**src/rtl/mem_arbiter_if.sv**
```systemverilog
// Request/response bundle between the IF/MEM pipeline stages, the arbiter and the shared bus.
// slave is the arbiter's view; master is the surrounding core/bus view.
interface mem_arbiter_if;
  logic        if_req;
  logic [31:0] if_addr;
  logic [31:0] if_rdata;
  logic        stall_from_if;

  logic        mem_req;
  logic        mem_we;
  logic [31:0] mem_addr;
  logic [31:0] mem_wdata;
  logic [3:0]  mem_be;
  logic [31:0] mem_rdata;
  logic        stall_from_mem;

  logic        bus_req;
  logic        bus_we;
  logic [31:0] bus_addr;
  logic [31:0] bus_wdata;
  logic [3:0]  bus_be;
  logic        bus_ack;
  logic [31:0] bus_rdata;

  modport slave (
    input  if_req, if_addr, mem_req, mem_we, mem_addr, mem_wdata, mem_be,
           bus_ack, bus_rdata,
    output if_rdata, stall_from_if, mem_rdata, stall_from_mem,
           bus_req, bus_we, bus_addr, bus_wdata, bus_be
  );

  modport master (
    output if_req, if_addr, mem_req, mem_we, mem_addr, mem_wdata, mem_be,
           bus_ack, bus_rdata,
    input  if_rdata, stall_from_if, mem_rdata, stall_from_mem,
           bus_req, bus_we, bus_addr, bus_wdata, bus_be
  );
endinterface

```
**src/rtl/mem_arbiter.sv**
```systemverilog
// Shares one single-port memory bus between the IF and MEM stages, MEM first,
// with an optional one-entry fetch buffer that lets a reissued fetch skip the bus.
module mem_arbiter #(
  parameter bit FETCH_BUF_EN = 1'b1
) (
  input  logic          cpu_clk,
  input  logic          cpu_rst,
  mem_arbiter_if.slave  port
);

  typedef enum logic [2:0] {
    IDLE     = 3'd0,
    IF_BUSY  = 3'd1,
    MEM_BUSY = 3'd2,
    IF_DONE  = 3'd3,
    MEM_DONE = 3'd4
  } state_t;

  state_t      state_r;
  state_t      next_s;
  logic        bus_req_r;
  logic        bus_we_r;
  logic [31:0] bus_addr_r;
  logic [31:0] bus_wdata_r;
  logic [3:0]  bus_be_r;
  logic [31:0] if_rdata_r;
  logic [31:0] mem_rdata_r;
  logic        buf_valid_r;
  logic [31:0] buf_addr_r;
  logic [31:0] buf_data_r;
  logic        hit_s;

  assign hit_s = FETCH_BUF_EN && buf_valid_r && (port.if_addr == buf_addr_r);

  assign port.bus_req        = bus_req_r;
  assign port.bus_we         = bus_we_r;
  assign port.bus_addr       = bus_addr_r;
  assign port.bus_wdata      = bus_wdata_r;
  assign port.bus_be         = bus_be_r;
  assign port.if_rdata       = if_rdata_r;
  assign port.mem_rdata      = mem_rdata_r;
  assign port.stall_from_if  = port.if_req  & (state_r != IF_DONE);
  assign port.stall_from_mem = port.mem_req & (state_r != MEM_DONE);

  // Next-state decode: MEM wins in IDLE, BUSY waits for ack, DONE lasts one cycle.
  always_comb begin
    next_s = state_r;
    case (state_r)
      IDLE: begin
        if (port.mem_req) begin
          next_s = MEM_BUSY;
        end else if (port.if_req && hit_s) begin
          next_s = IF_DONE;
        end else if (port.if_req) begin
          next_s = IF_BUSY;
        end else begin
          next_s = IDLE;
        end
      end
      IF_BUSY: begin
        if (port.bus_ack) begin
          next_s = IF_DONE;
        end else begin
          next_s = IF_BUSY;
        end
      end
      MEM_BUSY: begin
        if (port.bus_ack) begin
          next_s = MEM_DONE;
        end else begin
          next_s = MEM_BUSY;
        end
      end
      IF_DONE:  next_s = IDLE;
      MEM_DONE: next_s = IDLE;
      default:  next_s = IDLE;
    endcase
  end

  // State register.
  always_ff @(posedge cpu_clk) begin
    if (cpu_rst) begin
      state_r <= IDLE;
    end else begin
      state_r <= next_s;
    end
  end

  // Bus launch, read-data capture and fetch-buffer maintenance.
  always_ff @(posedge cpu_clk) begin
    if (cpu_rst) begin
      bus_req_r   <= 1'b0;
      bus_we_r    <= 1'b0;
      bus_addr_r  <= 32'h0000_0000;
      bus_wdata_r <= 32'h0000_0000;
      bus_be_r    <= 4'h0;
      if_rdata_r  <= 32'h0000_0000;
      mem_rdata_r <= 32'h0000_0000;
      buf_valid_r <= 1'b0;
      buf_addr_r  <= 32'h0000_0000;
      buf_data_r  <= 32'h0000_0000;
    end else begin
      case (state_r)
        IDLE: begin
          if (port.mem_req) begin
            bus_req_r   <= 1'b1;
            bus_we_r    <= port.mem_we;
            bus_addr_r  <= port.mem_addr;
            bus_wdata_r <= port.mem_wdata;
            bus_be_r    <= port.mem_be;
          end else if (port.if_req && hit_s) begin
            if_rdata_r <= buf_data_r;
          end else if (port.if_req) begin
            bus_req_r   <= 1'b1;
            bus_we_r    <= 1'b0;
            bus_addr_r  <= port.if_addr;
            bus_wdata_r <= 32'h0000_0000;
            bus_be_r    <= 4'hF;
          end
        end
        IF_BUSY: begin
          if (port.bus_ack) begin
            bus_req_r   <= 1'b0;
            if_rdata_r  <= port.bus_rdata;
            buf_valid_r <= FETCH_BUF_EN;
            buf_addr_r  <= bus_addr_r;
            buf_data_r  <= port.bus_rdata;
          end
        end
        MEM_BUSY: begin
          if (port.bus_ack) begin
            bus_req_r <= 1'b0;
            if (bus_we_r) begin
              // A write anywhere in the buffered word makes its copy stale.
              if (bus_addr_r[31:2] == buf_addr_r[31:2]) begin
                buf_valid_r <= 1'b0;
              end
            end else begin
              mem_rdata_r <= port.bus_rdata;
            end
          end
        end
        IF_DONE: begin
          // The fetch counts as consumed only when MEM is not stalling the pipe.
          if (!port.stall_from_mem) begin
            buf_valid_r <= 1'b0;
          end
        end
        MEM_DONE: begin
          bus_req_r <= 1'b0;
        end
        default: begin
          bus_req_r <= 1'b0;
        end
      endcase
    end
  end

endmodule

```
**src/flat_wrapper.sv**
```systemverilog
// flat-port wrapper written by rule: the top's interface ports become plain ports
module mem_arbiter_flat 
#(
  parameter bit FETCH_BUF_EN = 1'b1
)
  (cpu_clk, cpu_rst, port_if_req, port_if_addr, port_mem_req, port_mem_we, port_mem_addr, port_mem_wdata, port_mem_be, port_bus_ack, port_bus_rdata, port_if_rdata, port_stall_from_if, port_mem_rdata, port_stall_from_mem, port_bus_req, port_bus_we, port_bus_addr, port_bus_wdata, port_bus_be);
  mem_arbiter_if port_i ();
  input  logic cpu_clk;
  input  logic cpu_rst;
  input wire logic [$bits(port_i.if_req)-1:0] port_if_req;
  input wire logic [$bits(port_i.if_addr)-1:0] port_if_addr;
  input wire logic [$bits(port_i.mem_req)-1:0] port_mem_req;
  input wire logic [$bits(port_i.mem_we)-1:0] port_mem_we;
  input wire logic [$bits(port_i.mem_addr)-1:0] port_mem_addr;
  input wire logic [$bits(port_i.mem_wdata)-1:0] port_mem_wdata;
  input wire logic [$bits(port_i.mem_be)-1:0] port_mem_be;
  input wire logic [$bits(port_i.bus_ack)-1:0] port_bus_ack;
  input wire logic [$bits(port_i.bus_rdata)-1:0] port_bus_rdata;
  output wire logic [$bits(port_i.if_rdata)-1:0] port_if_rdata;
  output wire logic [$bits(port_i.stall_from_if)-1:0] port_stall_from_if;
  output wire logic [$bits(port_i.mem_rdata)-1:0] port_mem_rdata;
  output wire logic [$bits(port_i.stall_from_mem)-1:0] port_stall_from_mem;
  output wire logic [$bits(port_i.bus_req)-1:0] port_bus_req;
  output wire logic [$bits(port_i.bus_we)-1:0] port_bus_we;
  output wire logic [$bits(port_i.bus_addr)-1:0] port_bus_addr;
  output wire logic [$bits(port_i.bus_wdata)-1:0] port_bus_wdata;
  output wire logic [$bits(port_i.bus_be)-1:0] port_bus_be;
  assign port_i.if_req = port_if_req;
  assign port_i.if_addr = port_if_addr;
  assign port_i.mem_req = port_mem_req;
  assign port_i.mem_we = port_mem_we;
  assign port_i.mem_addr = port_mem_addr;
  assign port_i.mem_wdata = port_mem_wdata;
  assign port_i.mem_be = port_mem_be;
  assign port_i.bus_ack = port_bus_ack;
  assign port_i.bus_rdata = port_bus_rdata;
  assign port_if_rdata = port_i.if_rdata;
  assign port_stall_from_if = port_i.stall_from_if;
  assign port_mem_rdata = port_i.mem_rdata;
  assign port_stall_from_mem = port_i.stall_from_mem;
  assign port_bus_req = port_i.bus_req;
  assign port_bus_we = port_i.bus_we;
  assign port_bus_addr = port_i.bus_addr;
  assign port_bus_wdata = port_i.bus_wdata;
  assign port_bus_be = port_i.bus_be;
  mem_arbiter #(.FETCH_BUF_EN(FETCH_BUF_EN)) u_core (.cpu_clk(cpu_clk), .cpu_rst(cpu_rst), .port(port_i));
endmodule
```
**config.mk**
```make
export PLATFORM = sky130hd
export DESIGN_NAME = mem_arbiter_flat
export DESIGN_NICKNAME = d
export VERILOG_FILES = /design/src/rtl/mem_arbiter_if.sv /design/src/rtl/mem_arbiter.sv /design/src/flat_wrapper.sv
export SDC_FILE = /design/constraint.sdc
export NUM_CORES = 1
export LEC_CHECK = 0
export ABC_CLOCK_PERIOD_IN_PS = 2550
export CORE_MARGIN = 2
export CORE_UTILIZATION = 45
export CTS_CLUSTER_DIAMETER = 80
export DETAILED_ROUTE_END_ITERATION = 8
export PLACE_DENSITY = 0.79
export SYNTH_ARGS = -nofsm -noshare
export SYNTH_HDL_FRONTEND = slang
export SYNTH_SLANG_ARGS = --single-unit
```
**constraint.sdc**
```tcl
create_clock -name cpu_clk -period 2.55 [get_ports cpu_clk]
set_input_delay 0.3825 -clock cpu_clk [delete_from_list [all_inputs] [get_ports cpu_clk]]
set_output_delay 0.3825 -clock cpu_clk [all_outputs]
set_load 0.005 [all_outputs]
```
==> reports/metrics.cfg, run 1 <==
[placement]
portBuffers=273
gp_congestion=0.896
place_hpwl_mm=17.3

[route]
drtIter0Drc=591
vias=7987
wl_mm=25.2
final_antenna_net_count=0
dr.pass1.iters=9
viasPerCell=5.46
drc_errors=25
avgRoutedWirePerCell_microns=17.2

[setup_path]
startpoint_type=flip-flop
path_class=reg2out
worstPathRequired_ns=2.17
crit_arrival_ns=1.93
path_max_fanout=8
critPathLaunch=u_core.state_r[2]$_SDFF_PP0_
crit_chain=nand2b_1 -> o21a_1 -> clkdlybuf4s50_1
rr_startpoint=u_core.buf_addr_r[17]$_SDFFE_PP0P_
crit-reg2reg-capture=u_core.port.if_rdata[23]$_SDFFE_PP0P_
r2r_cells=7
regToRegSetupSlack_ns=0.32
slowest_stage=clkdlybuf4s50_1
cpPeakStageDelay_ns=0.55
critPathCaptureType=primary output

[logic_synthesis]
ys_ff_latch=202
synth.area.top_cells=dfxtp_1 49%, nand2_1 8.9%, a21oi_1 6.2%, nor2_1 4.8%, o221a_1 4.3%
ys.flop_type=dfxtp_1
synth.largest_area_cell=dfxtp_1
seq_area_frac_synth=0.485
postSynthCellCount=969
yosysMostFrequentCell=dfxtp_1
async_flop_share=0
synth_edf_count=0
ys_types=37
syn-mean-instance-area_sq_um=8.60
synthesis.area_sq_um=8340
yosys.area.top_type_share=0.485
synth-warning-count=0
ys_top_cells_by_count=202 x dfxtp_1, 198 x nand2_1, 107 x nor2_1
syn_nets=1107

[cts]
ctsResizeCount=0
tritoncts=built
clockRootBuffer=clkbuf_16
cts_setup_buffers=0
cts_max_level=1
clock_latency_ns=0.49
cts_hold_buf=0
clk_path_buf_depth=3
clk_pin_slew_worst_paths_ns=0.06
clock-sinks=202
cts_made_buffers=21

[timing]
hold_viol=0
clock_skew_ns=0.0103
rsz0062_at_grt=false
maxSlewViolCount=0
worst_pin_slew_ns=0.477
setup_viol=0
worst_slew_margin_rel=0.682
layout_min_cycle_time_ns=2.31
fmax_mhz=432
fin_crit_sh=0.907
final.setup.tns_ns=0

[finish]
nFillCells=1446
drive_above_1_share=0.0641
n_antenna_cell=0
final_util=0.672
area_delta_synth_final_pct=45.8
fin_nets=1358
multi_input_area_sq_um=3970
seq_area_sq_um=4040

[grt]
overflow=0
antenna_found_initial=0
grt_start_max_net_pins=91
grt_pass1_wl_mm=39.9
grtUsageTotal=0.247
grt_pass1_vias=7542

[outcome]
status=complete, but fails checks
violations=DRC

[floorplan]
die_h_microns=140
coreArea_sq_um=18100
dieArea_sq_um=19600
ios=274
fp-row-count=49
die_w_microns=140
start_util=0.461

[power_and_ir_drop]
power_density_nw_per_um2=664
p_leak_nw=4.40
worst_ir_drop_vdd_mv=0.425

[worst_hold_path]
holdPathStages=2
min_from=cpu_rst
holdPathEnd=u_core.buf_valid_r$_SDFFE_PP0P_
hold_path.class=in2reg

[job]
max_cap_viol_count=0

-- where the power goes --
group	switching [mW]	internal (mW)	total (mW)
registers	0.159	3.34	3.50
logic	0.568	0.742	1.31
clock network	1.24	2.01	3.25
-- layer usage --
metal  routed length [microns]  GRT usage  vias to the layer above  part of all wire
met5                         0          0                        -                 0
met4                       526     0.0585                        0             0.021
met3                      2010     0.0503                       37             0.080
met2                     12000      0.422                      285              0.48
met1                     10700      0.323                     3785              0.42
li1                          -          -                     3880                 -
-- cell type report --
type | instances | share of cell area
Tap cell | 229 | 0.0236
Inverter | 5 | 0.00154
Multi-Input combinational cell | 684 | 0.327
Clock buffer | 29 | 0.0515
Sequential cell | 202 | 0.333
Clock inverter | 7 | 0.00927
Timing Repair Buffer | 306 | 0.254
-- sequential cells by signal, indices dropped and copies added (netlist names), 3 cells and up --
| register | count |
|---|---|
| u_core.buf_addr_r | 32 |
| u_core.state_r | 3 |
| u_core.port.bus_addr | 32 |
| u_core.port.if_rdata | 32 |
| u_core.port.mem_rdata | 32 |
| u_core.port.bus_be | 4 |
| u_core.port.bus_wdata | 32 |
| u_core.buf_data_r | 32 |
-- kinds of logic after synthesis --
family | Yosys count | share of synthesized area
compound gates | 245 | 0.216
xor+xnor | 55 | 0.0578
buf+inv | 83 | 0.0420
flops | 202 | 0.485
simple gates | 384 | 0.199
-- critical path: cells and delay by family, from the launching register on --
family / cells / cell delay (ns)
compound gates: 1 / 0.14
buf+inv: 1 / 0.55
flops: 1 / 0.48
simple gates: 1 / 0.27
-- placed cells by master (no fill, tap or decap), types with 5 or more instances in the layout --
cell             count
clkbuf_8             7
a21oi_1            103
buf_12               9
nand2_1            197
nor3_1               8
a211oi_1            34
nor2b_1             36
nor4_1               8
nand4_1              8
o221a_1             32
clkdlybuf4s50_1    272
xnor2_1             37
a22o_1              33
a221oi_1            32
nor2_1             106
dfxtp_1            202
clkbuf_16           21
nand2b_1             5
inv_1                5
buf_4               25
xor2_1              18
-- worst max path at each step --
| stage | endpoint | depth (start not counted) |
|---|---|---|
| after floorplan | u_core.port.bus_addr[10]$_SDFFE_PP0P_ | 8 |
| after global routing | u_core.port.if_rdata[23]$_SDFFE_PP0P_ | 8 |
| final | port_stall_from_if | 3 |
| after CTS | port_stall_from_if | 3 |
| after global placement | u_core.port.if_rdata[30]$_SDFFE_PP0P_ | 8 |
| after detailed placement | u_core.port.if_rdata[26]$_SDFFE_PP0P_ | 8 |
-- metrics by stage --
stage	hold WS [ns]	power (mW)	cells	setup WS, ns	cell area (sq um)
after floorplan	0.432	4.10	969	0.303	8340
after global placement	0.437	4.85	1426	-0.157	11400
after detailed placement	0.442	4.87	1426	-0.216	11400
after CTS	0.346	8.13	1462	0.234	12200
after global routing	0.364	8.36	1462	0.106	12200
final	0.355	8.06	1462	0.237	12200
Note: power is estimated with default switching activity, not from simulation.
==> inputs of run 2 (changes only) <==
Settings changed: CORE_MARGIN 2 to default, CORE_UTILIZATION 45 to 46, PLACE_DENSITY 0.79 to 0.8.
==> run 2 against run 1 <==
The run now ends clean. Global-route usage up 1.1 points. Worst hold slack got worse by 0.072 ns. Worst setup slack got worse by 0.035 ns. Routed wire length down 0.28%. Sequential share of layout area about the same. Sequential power about the same. Non-clock buffer count is 1 higher. Clock power shrank 2%. Combinational power hardly changed. Critical path type is now in2reg. Via count decreased by 0.20%. First-iteration DRC count fell by 16%. Clock skew grew 0.0019 ns. Highest routed layer unchanged. Largest cell class unchanged.
==> reports/metrics.cfg, run 2 (same netlist as run 1, synthesis figures left out) <==
[outcome]
status=finished, final reports clean

[grt]
grt_start_max_net_pins=118  ; +30%
grt_pass1_vias=7377  ; -2.2%
grtUsageTotal=0.258  ; +0.0107
grt_pass1_wl_mm=38.2  ; -4.3%
antenna_found_initial=0  ; unchanged
overflow=0  ; unchanged

[route]
final_antenna_net_count=0  ; unchanged
viasPerCell=5.46  ; -0.13%
wl_mm=25.1  ; -0.28%
drtIter0Drc=499  ; -16%
dr.pass1.iters=7  ; -2
vias=7971  ; -0.20%
drc_errors=0  ; -100%
avgRoutedWirePerCell_microns=17.2  ; -0.21%

[timing]
worst_pin_slew_ns=0.529  ; +0.0519 ns
worst_slew_margin_rel=0.644  ; -0.0379
hold_slack_ns=0.283  ; -0.0719 ns
rsz0062_at_grt=false
fmax_mhz=426  ; -1.5%
maxSlewViolCount=0  ; unchanged
setup_viol=0  ; unchanged
clock_skew_ns=0.0122  ; +0.00191 ns
layout_min_cycle_time_ns=2.35  ; +0.0345 ns
hold_viol=0  ; unchanged
fin_crit_sh=0.920  ; +0.0135

[finish]
area_delta_synth_final_pct=45.6
fin_nets=1360  ; +0.15%
drive_above_1_share=0.0631  ; -0.000965
layout_commonest_cell=clkdlybuf4s50_1
final_cell_mix=272 x clkdlybuf4s50_1, 202 x dfxtp_1, 197 x nand2_1
final_cell_count_no_fill=1461  ; -0.068%
n_antenna_cell=0  ; unchanged

[cts]
ctsResizeCount=0  ; unchanged
clock-sinks=202  ; unchanged
cts_hold_buf=0  ; unchanged
cts_setup_buffers=0  ; unchanged
tritoncts=built
cts_made_buffers=22  ; +4.8%
clk_path_buf_depth=3  ; unchanged
clock_latency_ns=0.49  ; about the same
clk_pin_slew_worst_paths_ns=0.06  ; about the same
cts_max_level=1  ; unchanged
clockRootBuffer=clkbuf_16

[setup_path]
slowest_stage=clkdlybuf4s50_1
critPathCaptureType=flip-flop
crit_chain=clkdlybuf4s50_1 -> inv_1 -> a2111o_1 -> nor4_4 -> buf_4 -> nand4_4 -> buf_12 -> a221oi_1 -> a211oi_1
cp_num_buf_inv=4  ; +3
crit_family=buffers and inverters
worstPathRequired_ns=2.90  ; +0.73 ns
cpPeakStageDelay_ns=0.52  ; -0.03 ns
startpoint_type=input pin
crit_arrival_ns=2.70  ; +0.77 ns
path_class=in2reg
path_max_fanout=64  ; +56

[placement]
gp_congestion=0.853  ; -4.7%
portBuffers=273  ; unchanged
place_inst=1423  ; -0.21%
place_hpwl_mm=17.1  ; -1.0%

[power_and_ir_drop]
p_leak_nw=4.39  ; -0.16%
worst_ir_drop_vdd_mv=0.589  ; +39%
power_density_nw_per_um2=661  ; -0.43%

[job]
max_cap_viol_count=0  ; unchanged

[floorplan]
fp-row-count=48  ; -2.0%
die_h_microns=137  ; -2.5%
ios=274  ; unchanged
dieArea_sq_um=18700  ; -4.9%
die_w_microns=137  ; -2.5%
coreArea_sq_um=17500  ; -3.4%
start_util=0.477  ; +0.0161

[worst_hold_path]
hold_path.class=in2reg

run 2: cell types whose count changed in the layout (fill, tap and decap cells not counted), sizes merged:
cell	before	now
buf	34	35
bufinv	3	2
clkbuf	29	32
run 2: metrics by stage:
step	power, mW	TNS [ns]	instance area (sq um)	setup slack, ns	util
floorplan	4.10	0	8340	0.303	-
CTS	8.08	0	12100	0.219	0.694
detailed placement	4.88	-16.88	11400	-0.289	0.652
global placement	4.85	-13.47	11400	-0.197	0.652
finish	8.02	0	12100	0.203	0.694
global route	8.34	0	12100	0.0845	0.694
run 2: cell type report:
type                    count  area [sq um]
repair buffers            307          3090
flip-flops and latches    202          4040
multi-input cells         684          3970
well taps                 225           282
clock buffers              32           649
inverters                   5          18.8
clock inverters             6          82.6
fillers                  1415          5340
run 2: per-layer routing:
metal	share of wire	global-route usage
met4	0.023	0.0784
met2	0.47	0.439
met1	0.42	0.324
met3	0.087	0.0556
met5	0	0
run 2: final timing paths:
path | start | endpoint | slack (ns) | cells after the start
worst max register to register | u_core.buf_addr_r[17]$_SDFFE_PP0P_ | u_core.port.if_rdata[6]$_SDFFE_PP0P_ | 0.22 | 8
worst min-delay path | cpu_rst | u_core.buf_addr_r[20]$_SDFFE_PP0P_ | 0.28 | 2
worst min register to register | u_core.buf_data_r[29]$_SDFFE_PP0P_ | u_core.buf_data_r[29]$_SDFFE_PP0P_ | 0.45 | 2
worst max-delay path | port_if_addr[4] | u_core.port.if_rdata[6]$_SDFFE_PP0P_ | 0.20 | 9
run 2: power by group:
part / internal (mW) / switching [mW] / total (mW)
sequential: 3.34 / 0.159 / 3.50
combinational: 0.745 / 0.573 / 1.32
clock: 1.96 / 1.24 / 3.20
run 2: worst register-to-register path: stages (launching register included):
cell,delay (ns)
dfxtp_1,0.41
nor2b_1,0.07
a2111o_1,0.42
nor4_4,0.32
buf_4,0.18
nand4_4,0.10
buf_12,0.20
a221oi_1,0.39
a211oi_1,0.10
==> RTL edit 1, RTL diff (config.mk and constraints of run 1) <==
Reset style: asynchronous (`cpu_rst`), changed in 2 clocked blocks.
--- a/src/rtl/mem_arbiter.sv
+++ b/src/rtl/mem_arbiter.sv
@@ -79,5 +79,5 @@
 
   // State register.
-  always_ff @(posedge cpu_clk) begin
+  always_ff @(posedge cpu_clk or posedge cpu_rst) begin
     if (cpu_rst) begin
       state_r <= IDLE;
@@ -88,5 +88,5 @@
 
   // Bus launch, read-data capture and fetch-buffer maintenance.
-  always_ff @(posedge cpu_clk) begin
+  always_ff @(posedge cpu_clk or posedge cpu_rst) begin
     if (cpu_rst) begin
       bus_req_r   <= 1'b0;
Behaviour: differs if cpu_rst is asserted again (counterexample within 4 cycles, from zero or initial values and one cycle with cpu_rst high); with cpu_rst held inactive, the same outputs for 4 cycles.
==> RTL edit 1 against run 1 <==
- critical endpoint is now u_core.port.bus_addr[22]$_DFFE_PP0P_
- maximum frequency is 6.0% lower
- sequential cell count stayed put
- setup slack worse by 0.15 ns
- routed wire length is 5.2% lower
- non-clock buffer count is 3 higher
- sequential share of layout area is 4.9 points higher
- design area is 9.0% higher
- area after synthesis is 9.8% higher
Power is not compared: it rests on default switching activity, and its combinational part moved more than twofold at a synthesized area within 25%.
==> RTL edit 1: results (changes against run 1) <==
============================================================================
Crit-path slowest cell                                                 or4_4   was clkdlybuf4s50_1
Final layout net count                                                  1199   was 1358
Final cell count without fillers                                        1347   was 1462
Setup slack, reg-to-reg                                              0.09 ns   was 0.32 ns
Wire length of the first global-routing pass                        38520 um   was 39870 um
Worst setup path class                                            reg -> reg   was reg -> out
Placer's final routability congestion estimate                        0.8618   was 0.8957
Drt initial violations                                                   274   was 591
Startpoint of the worst register-to-register path               u_core.buf_addr_r[16]$_DFFE_PP0P_   was u_core.buf_addr_r[17]$_SDFFE_PP0P_
Number of cells upsized or downsized after cts                             0   unchanged
Largest net degree at the start of global routing                        100   was 91
Number of nets produced by synthesis                                     910   was 1107
Final hold slack                                                   0.3780 ns   was 0.3552 ns
Synth area leaders                                              dfrtp_1 (55%), mux2_2 (12%), xnor2_1 (5.9%), nand2_1 (4.3%), mux2_4 (4.3%)   was dfxtp_1 (49%), nand2_1 (8.9%), a21oi_1 (6.2%), nor2_1 (4.8%), o221a_1 (4.3%)
Pre-CTS setup slack                                               -0.3725 ns   was -0.2165 ns
GRT Total Usage                                                       22.20%   was 24.70%
Pwr Density                                                     1235 mW/mm^2
Synth cell types                                                          32   was 37
Proportion of synthesized chip area in sequential cells               55.21%   was 48.51%
Clock Skews                                                      0.009213 ns   was 0.01031 ns
Number of filler cells placed in the layout                             1486   was 1446
Status                                                          finished, final reports clean   was finished with violations
Biggest fanout along the worst timing path                                18   was 8
Total length of routed wires                                        23880 um   was 25180 um
Termination of the worst setup path                             u_core.port.bus_addr[22]$_DFFE_PP0P_   was port_stall_from_if
Fraction of layout cells with a size suffix above 1                   22.75%   was 6.407%
Data arrival, critical path                                          2.84 ns   was 1.93 ns
Via count of the first global-routing pass                              7199   was 7542
Fraction of registers with async set or reset after synthesis         100.0%   was 0%
Via-per-instance ratio                                                 5.076   was 5.463
Slew at the pin closest to its max-slew limit                      0.5289 ns   was 0.4768 ns
Prevailing post-synth register cell                                  dfrtp_1   was dfxtp_1
Placed Area                                                     0.01244 mm^2   was 0.01141 mm^2
Area taken by flip-flops and latches                            0.005055 mm^2   was 0.004044 mm^2
List of most frequent post-synthesis cells                      dfrtp_1 (202), nand2_1 (105), mux2_2 (101)   was dfxtp_1 (202), nand2_1 (198), nor2_1 (107)
DPL Wire Length                                                     16970 um   was 17260 um
Instance count after placement with tap cells included                  1306   was 1426
Number of clock buffers inserted by TritonCTS                             23   was 21
Post-Syn Area per Cell                                            11.86 um^2   was 8.603 um^2
============================================================================
RTL edit 1: metal layers:
layer,vias up,wire (um),share of wire (%),GRT usage (%)
li1,3242,-,-,-
met4,0,620,2.6,6.214
met2,194,11320,47,36.06
met5,-,0,0,0
met3,46,1705,7.1,5.813
met1,3355,10240,43,29.61
RTL edit 1: kinds of logic after synthesis:
group | count (synthesis) | synth area share, %
simple gates | 290 | 14.72
flops | 202 | 55.21
mux | 128 | 16.81
xor+xnor | 62 | 5.931
buf+inv | 47 | 2.679
compound gates | 43 | 4.647
RTL edit 1: area by class of cell:
type	count	share of cell area, %
clock inverters	8	0.7181
inverters	2	0.08504
clock buffers	33	5.235
flip-flops and latches	202	38.17
multi-input cells	523	29.33
repair buffers	309	23.91
well taps	270	2.551
RTL edit 1: worst max-delay path: cells and delay by family, from the launching register on:
kind,cells,cell delay (ns)
DFF,1,0.43
and+or+nand+nor,4,1.16
xor gates and xnor gates,1,0.22
muxes,1,0.32
buffers and inverters,1,0.20
==> RTL edit 2, RTL diff (settings of run 1) <==
Without the edit above. `FETCH_BUF_EN` is set to 1'b1 in 2 places; all go to 1'b0.
--- a/src/rtl/mem_arbiter.sv
+++ b/src/rtl/mem_arbiter.sv
@@ -2,5 +2,5 @@
 // with an optional one-entry fetch buffer that lets a reissued fetch skip the bus.
 module mem_arbiter #(
-  parameter bit FETCH_BUF_EN = 1'b1
+  parameter bit FETCH_BUF_EN = 1'b0
 ) (
   input  logic          cpu_clk,
--- a/src/flat_wrapper.sv
+++ b/src/flat_wrapper.sv
@@ -2,5 +2,5 @@
 module mem_arbiter_flat 
 #(
-  parameter bit FETCH_BUF_EN = 1'b1
+  parameter bit FETCH_BUF_EN = 1'b0
 )
   (cpu_clk, cpu_rst, port_if_req, port_if_addr, port_mem_req, port_mem_we, port_mem_addr, port_mem_wdata, port_mem_be, port_bus_ack, port_bus_rdata, port_if_rdata, port_stall_from_if, port_mem_rdata, port_stall_from_mem, port_bus_req, port_bus_we, port_bus_addr, port_bus_wdata, port_bus_be);
Formal check against the unedited RTL: not equivalent (a bounded check fails within 10 cycles, from zero or initial values and one cycle with cpu_rst high).
==> RTL edit 2 against run 1 <==
- total power fell by 29%
- cell count decreased by 35%
- design area down 28%
- die area shrank 34%
- first-iteration DRC count decreased by 42%
- maximum frequency is 0.99% lower
- sequential cell count is 65 lower
- routed wire length down 37%
- setup slack got worse by 0.023 ns
- synthesized cell count shrank 44%
- combinational power down 21%
- area after synthesis down 35%
- critical endpoint is now port_stall_from_mem
==> RTL edit 2: results (changes against run 1) <==
========================================================================================
Highest ir drop seen on vdd                                                     434.8 uV   was 425.0 uV
Via count of the first global-routing pass                                          4964   was 7542
Clock latency of the later-clocked register in the worst-skew pair               0.41 ns   was 0.49 ns
Post-CTS Setup Bufs                                                                    0   unchanged
Status                                                                      finished, final reports clean   was finished with violations
Largest net degree at the start of global routing                                     71   was 91
Wire length of the first global-routing pass                                    25040 um   was 39870 um
Number of cells on the worst hold path                                                 3   was 2
Category of cells accounting for the largest share of critical-path delay   buffers and inverters   unchanged
Clk pin slew, worst setup/hold paths                                             0.05 ns
Number of antenna violations at the first check in global routing                      0   unchanged
GRT Total Usage                                                                   24.60%   was 24.70%
Clock Skews                                                                  0.007224 ns   was 0.01031 ns
Warnings, synthesis                                                                    0   unchanged
Leakage power summed over all cells                                             3.197 nW   was 4.399 nW
Vias after detailed routing                                                         4921   was 7987
Average wire length per cell after detail routing                               16.72 um   was 17.22 um
Largest incremental delay on the critical path                                   0.57 ns   was 0.55 ns
Fraction of layout cells with a size suffix above 1                               9.035%   was 6.407%
Type of the most critical hold path                                            in -> reg   unchanged
N_diodes                                                                               0   unchanged
Total negative setup slack                                                          0 ns   unchanged
Proportion of synthesized chip area in sequential cells                           50.74%   was 48.51%
Max H-tree Level                                                                       4   was 1
Number of nets produced by synthesis                                                 683   was 1107
Data arrival, critical path                                                      1.95 ns   was 1.93 ns
Synth area leaders                                                          dfxtp_1 (51%), mux2i_1 (12%), nand2b_1 (7.5%), a21oi_1 (6.7%), nand2_1 (4.6%)   was dfxtp_1 (49%), nand2_1 (8.9%), a21oi_1 (6.2%), nor2_1 (4.8%), o221a_1 (4.3%)
Number of instances in the synthesized netlist                                       545   was 969
DPL Wire Length                                                                 11350 um   was 17260 um
Max-Slew Margin vs Limit                                                          22.13%   was 68.22%
Via-per-instance ratio                                                             5.153   was 5.463
List of most frequent post-synthesis cells                                  dfxtp_1 (137), a21oi_1 (72), nand2_1 (66)   was dfxtp_1 (202), nand2_1 (198), nor2_1 (107)
Number of filler cells placed in the layout                                          890   was 1446
Final layout net count                                                               934   was 1358
Biggest fanout along the worst timing path                                            10   was 8
Pre-CTS setup slack                                                            0.2807 ns   was -0.2165 ns
Fraction of registers with async set or reset after synthesis                         0%   unchanged
Root buffer cell                                                               clkbuf_16   unchanged
Port-buffer cells                                                                    273   unchanged
Drt initial violations                                                               340   was 591
Number of clock buffers inserted by TritonCTS                                         17   was 21
Crit-path slowest cell                                                      clkdlybuf4s50_1   unchanged
Synth cell types                                                                      29   was 37
Placed Area                                                                 0.008158 mm^2   was 0.01141 mm^2
Length in cells of the worst reg-to-reg path                                           3   was 7
Instance count after placement with tap cells included                               924   was 1426
Number of cells upsized or downsized after cts                                         0   unchanged
Detailed-router iteration count before antenna repair                                  4   was 9
Buffer levels on the longest clock path                                                2   was 3
Placer's final routability congestion estimate                                    0.7897   was 0.8957
========================================================================================
==> RTL edit 2: layout make-up <==
class                           count  area, um^2  share of cell area [%]
Clock buffer                       19       452.9                   5.198
Clock inverter                     12       102.6                   1.177
Inverter                            1       3.754                 0.04308
Multi-Input combinational cell    357        2410                   27.66
Sequential cell                   137        2743                   31.48
Tap cell                          147       183.9                   2.111
Timing Repair Buffer              282        2818                   32.34
==> RTL edit 2: cells by family after synthesis <==
group / after synthesis / synth area share [%]
DFF: 137 / 50.74
AOI/OAI and AO/OA: 141 / 17.57
and+or+nand+nor: 152 / 15.00
muxes: 64 / 11.85
buffers and inverters: 51 / 4.838
==> RTL edit 2: stage by stage <==
stage / util, % / hold slack, ns
2_1_floorplan: - / 0.4527
3_3_place_gp: 68.78 / 0.4410
3_5_place_dp: 68.78 / 0.4479
4_1_cts: 73.46 / 0.3249
5_1_grt: 73.46 / 0.3473
6_report: 73.46 / 0.3432
==> RTL edit 2: report_power, final <==
| part | leakage (nW) | internal [mW] | switching (mW) |
|---|---|---|---|
| Combinational | 1.82 | 0.629 | 0.400 |
| Sequential | 1.12 | 2.30 | 0.0939 |
| Clock | 0.255 | 1.38 | 0.893 |
==> RTL edit 2: metal layers <==
layer	vias up	track usage [%]	part of all wire, %
met5	-	0	0
met4	0	9.268	2.2
met2	200	42.79	50
met1	2288	28.43	40
met3	29	7.651	7.8
li1	2404	-	-
==> RTL edit 2: tightest hold or removal path, delay by kind of cell <==
family	cells	cell delay, ns
AO/OA/AOI/OAI	1	0.07
buffers and inverters	2	0.24
==> RTL edit 2: worst paths after layout <==
kind	endpoint	slack (ns)	start
setup / recovery	port_stall_from_mem	0.21	u_core.state_r[0]$_SDFF_PP0_
hold / removal	u_core.state_r[1]$_SDFF_PP0_	0.34	port_mem_req
setup reg to reg	u_core.port.bus_addr[31]$_SDFFE_PP0P_	0.57	u_core.state_r[2]$_SDFF_PP0_
hold reg to reg	u_core.port.if_rdata[16]$_SDFFE_PP0P_	0.45	u_core.port.if_rdata[16]$_SDFFE_PP0P_
